$ cat src/rtl/dmem_responder.sv
// dmem_responder: shared data-memory responder for the multi-core CCSS build.
// Arbitrates among NUM_CORES requesting cores, performs one single-port RAM
// access at a time and returns read data with a one-cycle acknowledge.
// Optional feature macro: DMEM_RR_ARB_EN (round-robin arbitration when
// defined, fixed lowest-index priority when undefined).
module dmem_responder #(
  parameter int NUM_CORES = 4,
  parameter int DATA_W    = 16,
  parameter int ADDR_W    = 16,
  parameter int DEPTH     = 256
) (
  input  logic                        clk,
  input  logic                        rst,
  input  logic [NUM_CORES-1:0]        req,
  input  logic [NUM_CORES-1:0]        we,
  input  logic [NUM_CORES*ADDR_W-1:0] addr,
  input  logic [NUM_CORES*DATA_W-1:0] wdata,
  output logic [NUM_CORES-1:0]        ack,
  output logic [DATA_W-1:0]           rdata,
  output logic                        busy
);

  localparam int CW    = (NUM_CORES > 1) ? $clog2(NUM_CORES) : 1;
  localparam int IDX_W = $clog2(DEPTH);

  typedef enum logic [1:0] {IDLE, ACCESS, RESP} state_t;

  state_t              state_q, state_d;
  logic [CW-1:0]       grant_q, grant_d;
  logic                gwe_q, gwe_d;
  logic [IDX_W-1:0]    gaddr_q, gaddr_d;
  logic [DATA_W-1:0]   gwdata_q, gwdata_d;
  logic [DATA_W-1:0]   rdata_q;
  logic [CW-1:0]       pick;
  logic                anyReq;
  logic                unusedAddr;

  logic [DATA_W-1:0]   mem [DEPTH];

`ifdef DMEM_RR_ARB_EN
  logic [CW-1:0]       rr_q, rr_d;
`endif

  // Address bits above the RAM index are deliberately ignored (aliasing).
  assign unusedAddr = ^addr;

  // Arbiter: choose which requesting core would be granted this cycle.
  always_comb begin
    pick   = '0;
    anyReq = |req;
`ifdef DMEM_RR_ARB_EN
    begin
      int            idx;
      logic          found;
      logic [CW-1:0] cand;
      idx   = 0;
      found = 1'b0;
      cand  = '0;
      for (int k = 0; k < NUM_CORES; k++) begin
        idx = int'(rr_q) + k;
        if (idx >= NUM_CORES) idx = idx - NUM_CORES;
        cand = CW'(idx);
        if (!found && req[cand]) begin
          pick  = cand;
          found = 1'b1;
        end
      end
    end
`else
    for (int k = NUM_CORES - 1; k >= 0; k--) begin
      if (req[k]) pick = CW'(k);
    end
`endif
  end

  // Next-state logic: latch the winner in IDLE, access RAM, then acknowledge.
  always_comb begin
    state_d  = state_q;
    grant_d  = grant_q;
    gwe_d    = gwe_q;
    gaddr_d  = gaddr_q;
    gwdata_d = gwdata_q;
`ifdef DMEM_RR_ARB_EN
    rr_d     = rr_q;
`endif
    case (state_q)
      IDLE: begin
        if (anyReq) begin
          grant_d  = pick;
          gwe_d    = we[pick];
          gaddr_d  = addr[int'(pick)*ADDR_W +: IDX_W];
          gwdata_d = wdata[int'(pick)*DATA_W +: DATA_W];
`ifdef DMEM_RR_ARB_EN
          rr_d     = (pick == CW'(NUM_CORES - 1)) ? '0 : pick + 1'b1;
`endif
          state_d  = ACCESS;
        end
      end
      ACCESS:  state_d = RESP;
      RESP:    state_d = IDLE;
      default: state_d = IDLE;
    endcase
  end

  // Outputs decode from registered state only.
  always_comb begin
    ack   = (state_q == RESP) ? (NUM_CORES'(1) << grant_q) : '0;
    busy  = (state_q != IDLE);
    rdata = rdata_q;
  end

  // State, grant registers and read-data register with asynchronous reset.
  always_ff @(posedge clk or negedge rst) begin
    if (!rst) begin
      state_q  <= IDLE;
      grant_q  <= '0;
      gwe_q    <= 1'b0;
      gaddr_q  <= '0;
      gwdata_q <= '0;
      rdata_q  <= '0;
`ifdef DMEM_RR_ARB_EN
      rr_q     <= '0;
`endif
    end else begin
      state_q  <= state_d;
      grant_q  <= grant_d;
      gwe_q    <= gwe_d;
      gaddr_q  <= gaddr_d;
      gwdata_q <= gwdata_d;
`ifdef DMEM_RR_ARB_EN
      rr_q     <= rr_d;
`endif
      if (state_q == ACCESS && !gwe_q) rdata_q <= mem[gaddr_q];
    end
  end

  // RAM write port; contents are never reset, and a reset during ACCESS
  // forces IDLE before the write edge so the write is dropped.
  always_ff @(posedge clk) begin
    if (state_q == ACCESS && gwe_q) mem[gaddr_q] <= gwdata_q;
  end

endmodule
$ cat config.mk
export PLATFORM = sky130hd
export DESIGN_NAME = dmem_responder
export DESIGN_NICKNAME = d
export VERILOG_FILES = /design/src/rtl/dmem_responder.sv
export SDC_FILE = /design/constraint.sdc
export NUM_CORES = 2
export LEC_CHECK = 0
export CAP_MARGIN = 20
export CELL_PAD_IN_SITES_DETAIL_PLACEMENT = 1
export CELL_PAD_IN_SITES_GLOBAL_PLACEMENT = 1
export CORE_ASPECT_RATIO = 1.2
export CORE_UTILIZATION = 40
export CTS_CLUSTER_SIZE = 40
export DETAILED_ROUTE_END_ITERATION = 8
export HOLD_SLACK_MARGIN = 0.1
export PLACE_DENSITY = 0.6
export SETUP_SLACK_MARGIN = 0.05
export SKIP_CTS_REPAIR_TIMING = 1
export SYNTH_ARGS = -nofsm -noshare
export SYNTH_HDL_FRONTEND = slang
export SYNTH_SLANG_ARGS = --single-unit
$ cat constraint.sdc
create_clock -name clk -period 4.8 [get_ports clk]
set_input_delay 0.96 -clock clk [delete_from_list [all_inputs] [get_ports clk]]
set_output_delay 0.96 -clock clk [all_outputs]
set_load 0.01 [all_outputs]
Word level (Yosys, flattened, before mapping)
Memory sizes are Yosys's and may differ from the RTL's. A register that Yosys moved wholly into a read port is not among the register bits. Index checks and enable logic that the tools add are counted.

Register bits: 29. Memory bits (writable): 4096. Bits of input ports: 138. Output and inout port bits: 21. Logic and storage cells: 32. Memories: 1.

Memories: mem (words 256, width 16, read ports 1, clocked after memory_dff 1, wr ports 1, RTL line 38) `logic [DATA_W-1:0] mem [DEPTH];`.

$lt $le $gt $ge: 1. Equal/unequal tests: 3. Shift operators: 3. Multiplexer cells: 11. Reductions and logical operators: 8.

Operators with widths (count): $shiftx A64 B7 Y16 (1); $shiftx A64 B7 Y8 (1); $mux W2 (5); $mux W4 (1); $pmux W2 S2 (1); $reduce_or A4 Y1 (1); $shl A1 B2 Y4 const A (1); $lt A2 B3 Y1 const B (1); $mux W1 (3); $bmux W1 S2 (1); $eq A2 B1 Y1 const B (1); $eq A2 B2 Y1 const B (1); $logic_and A1 B1 Y1 (2); $logic_not A1 Y1 (2); $logic_not A2 Y1 (1); $ne A2 B2 Y1 const B (1); $reduce_and A2 Y1 (1); $reduce_bool A2 Y1 (1).

Longest topological paths before layout
Word-level depth: 6. Gate-level depth with buffers: 14. Gate-level depth less buffers: 7.

Worst setup path before layout
OpenSTA, ideal clock, no wires.

Kind: register -> register. Start: reg gwdata_q[0]. End: mem mem[0][0], data pin. Setup time: 0.803 ns. Data arrival time: 3.181 ns. Required time: 3.997 ns. Path slack: 0.816 ns. Cell stages (with the launch flop): 1. Path buffers: 0. Clock period less this slack: 3.984 ns. Cells stage by stage: dfrtp_1.

RTL lines: start, declared (RTL line 32) `logic [DATA_W-1:0] gwdata_q, gwdata_d;`; start signal, assigned (RTL line 129) `gwdata_q <= gwdata_d;`; end, declared (RTL line 38).

No word-level cell before the write port.

==> results.cfg <==
[synthesis]
synth_ff_type = edfxtp_1
ys_types = 73
yosysSeqAreaShare_pct = 77.4
netlist_area_um2 = 160000
yosys_warnings = 0
synth_fp_nets = 7456
synthArstFlopShare_pct = 1.09
synth-seq-cells = 4141
synthCells = 7318
synth_edf_count = 4096
yosys.area.top_type = edfxtp_1
synth_top_area_share_pct = 76.7
synth_top_cells_by_area = edfxtp_1, mux4_2, mux2i_1
synth_area_per_cell_um2 = 21.9

[floorplanning]
fp.dieH_um = 695
core_area_um2 = 399000
die_area_um2 = 403000
initial_core_util_pct = 40.2
ioPinCount = 159
placement_rows = 254
die_x_um = 580

[place]
placed_area_um2 = 172000
routabilityCongestion = 0.828
numPortBuffers = 126
post-dp-hpwl_um = 290000

[clock_tree]
cts_buffers = 402
cts.clk_slew.worst_paths_ns = 0.06
clock-root-buffer = clkbuf_16
worstSkewPairLatency_ns = 0.95
cts_buffer_depth = 4
cts_max_level = 5
cts_tree = built
clock_sinks = 4141

[final_layout]
finalNetCount = 8171
final_cell_mix = edfxtp_1, mux4_2, buf_4
seqCellArea_um2 = 124000
layout_commonest_cell = edfxtp_1
fin_area_um2 = 185000
drive_gt1_share_pct = 29.2
multi_input_area_um2 = 34000
syn_to_final_growth_pct = 15.2
fillers = 35900

[worst_setup_path]
cp-start-kind = register
path_max_fanout = 29
cp-end-kind = register
path_class = register to register
worstPathRequired_ns = 5.59
path_cells = buf_12, inv_4, nor2_4, buf_4, a21oi_1, a22oi_1, a31oi_1, a211oi_1, a41oi_1
slowest_delay_ns = 1.03
cpLargestDelayFamily = compound AO/OA/AOI/OAI gates
slowest_stage = dfrtp_4
crit_buf_inv = 3
cp.arrival_ns = 4.93

[timing]
worst_pin_slew_ns = 1.40
min_period_ns = 4.15
rsz0062_at_grt = false
maxSlewViolCount = 0
slew_headroom_pct = 6.39
fin_skew_ns = 0.0539
post-route-period-util_pct = 86.4
setup_viol = 0
hold_viol_final = 0
setup-tns-final_ns = 0
fmax_mhz = 241

[power]
ir_worst_vdd_uv = 845
p_leak_nw = 57.7
p_per_area_nw_per_um2 = 617

[worst_hold_path]
hold_path_class = input port to async pin

[drt]
first_pass_iters = 5
drc = 0
wirelength_um = 467000
drt_iter0_markers = 8429
vias_per_cell = 5.86
routedWlPerCell_um = 34.2
via_count = 79800
drtAntennaViolNets = 0

[grt]
grt_usage_pct = 22.8
top_usage_layer = met2
met1_usage_pct = 30.1
grt_pass1_vias = 83300
use_met3_pct = 2.93
grt_overflow = 0
antenna_found_initial = 28
grt_pass1_wl_um = 652000
use_met2_pct = 39.2
grt_max_degree = 176

[run]
maxCapViolations = 0

[outcome]
status = complete, no violations
## layout make-up
type	count	area share, %
diodes	13	0.0176
repair buffers	744	3.71
well taps	5248	3.55
clock buffers	514	5.84
flip-flops and latches	4141	67.2
clock inverters	222	1.22
inverters	9	0.0291
multi-input cells	2735	18.4
## per-stage QoR
stage / std cells / utilization [%] / power (W) / setup slack [ns] / hold slack, ns
after global placement: 12900 / 43.0 / 0.0825 / 0.344 / 0.563
after global routing: 13600 / 46.3 / 0.117 / 0.437 / 0.410
final: 13600 / 46.3 / 0.114 / 0.654 / 0.424
after floorplan: 7318 / - / 0.0683 / 0.816 / 0.445
after detailed placement: 12900 / 43.0 / 0.0833 / 0.614 / 0.570
after CTS: 13600 / 46.3 / 0.115 / 0.605 / -0.199
## per-layer routing
metal	share of wire (%)	vias up
met5	0.014	-
met4	3.7	10
met3	5.7	665
met2	51	2624
met1	40	44200
li1	-	32300
## cells by family (layout without fill, tap and decap cells)
family / Yosys count / count (layout) / share of synthesized area, %
and+or+nand+nor: 877 / 877 / 2.38
AOI/OAI and AO/OA: 537 / 537 / 2.37
DFF: 4141 / 4141 / 77.4
muxes: 1321 / 1321 / 16.1
buffers and inverters: 442 / 1489 / 1.69
other: 0 / 13 / 0
## power by group
group / switching, W / internal, W
Sequential: 0.00205 / 0.0457
Combinational: 0.0222 / 0.0122
Clock: 0.0136 / 0.0182
Total: 0.0379 / 0.0761
## flip-flops by register name (all words and copies together), names as in the netlist
name and count:
gaddr_q 8, grant_q 2, gwdata_q 16, gwe_q 1, mem 4096, rdata 16, state_q 2
## cell usage after synthesis (22+ instances only)
library cell and n:
a22oi_1 43, a21oi_1 99, mux4_2 999, nand4_1 26
clkbuf_1 122, dfrtp_1 45, nand3_1 55, o21ai_0 52
buf_6 59, mux2_2 94, a31oi_1 30, o22ai_1 95
nor2_1 322, edfxtp_1 4096, buf_1 27, mux2i_1 227
nor3_1 40, o22a_1 26, nand2_1 329, buf_2 141
a221oi_1 22, a32oi_1 100, buf_4 73
## path summary, 6_finish.rpt
path                              from            to  slack [ns]  cells after the start
min in group clk           gwdata_q[4]   mem[146][4]        0.58                      0
max in group asynchronous          rst  gwdata_q[13]        3.34                      3
min                                rst   gwdata_q[7]        0.42                      2
min reg2reg                gwdata_q[4]   mem[146][4]        0.58                      0
max reg2reg                 gaddr_q[0]     rdata[15]        0.65                      9
max                         gaddr_q[0]     rdata[15]        0.65                      9
(Power assumes the default switching activity.)
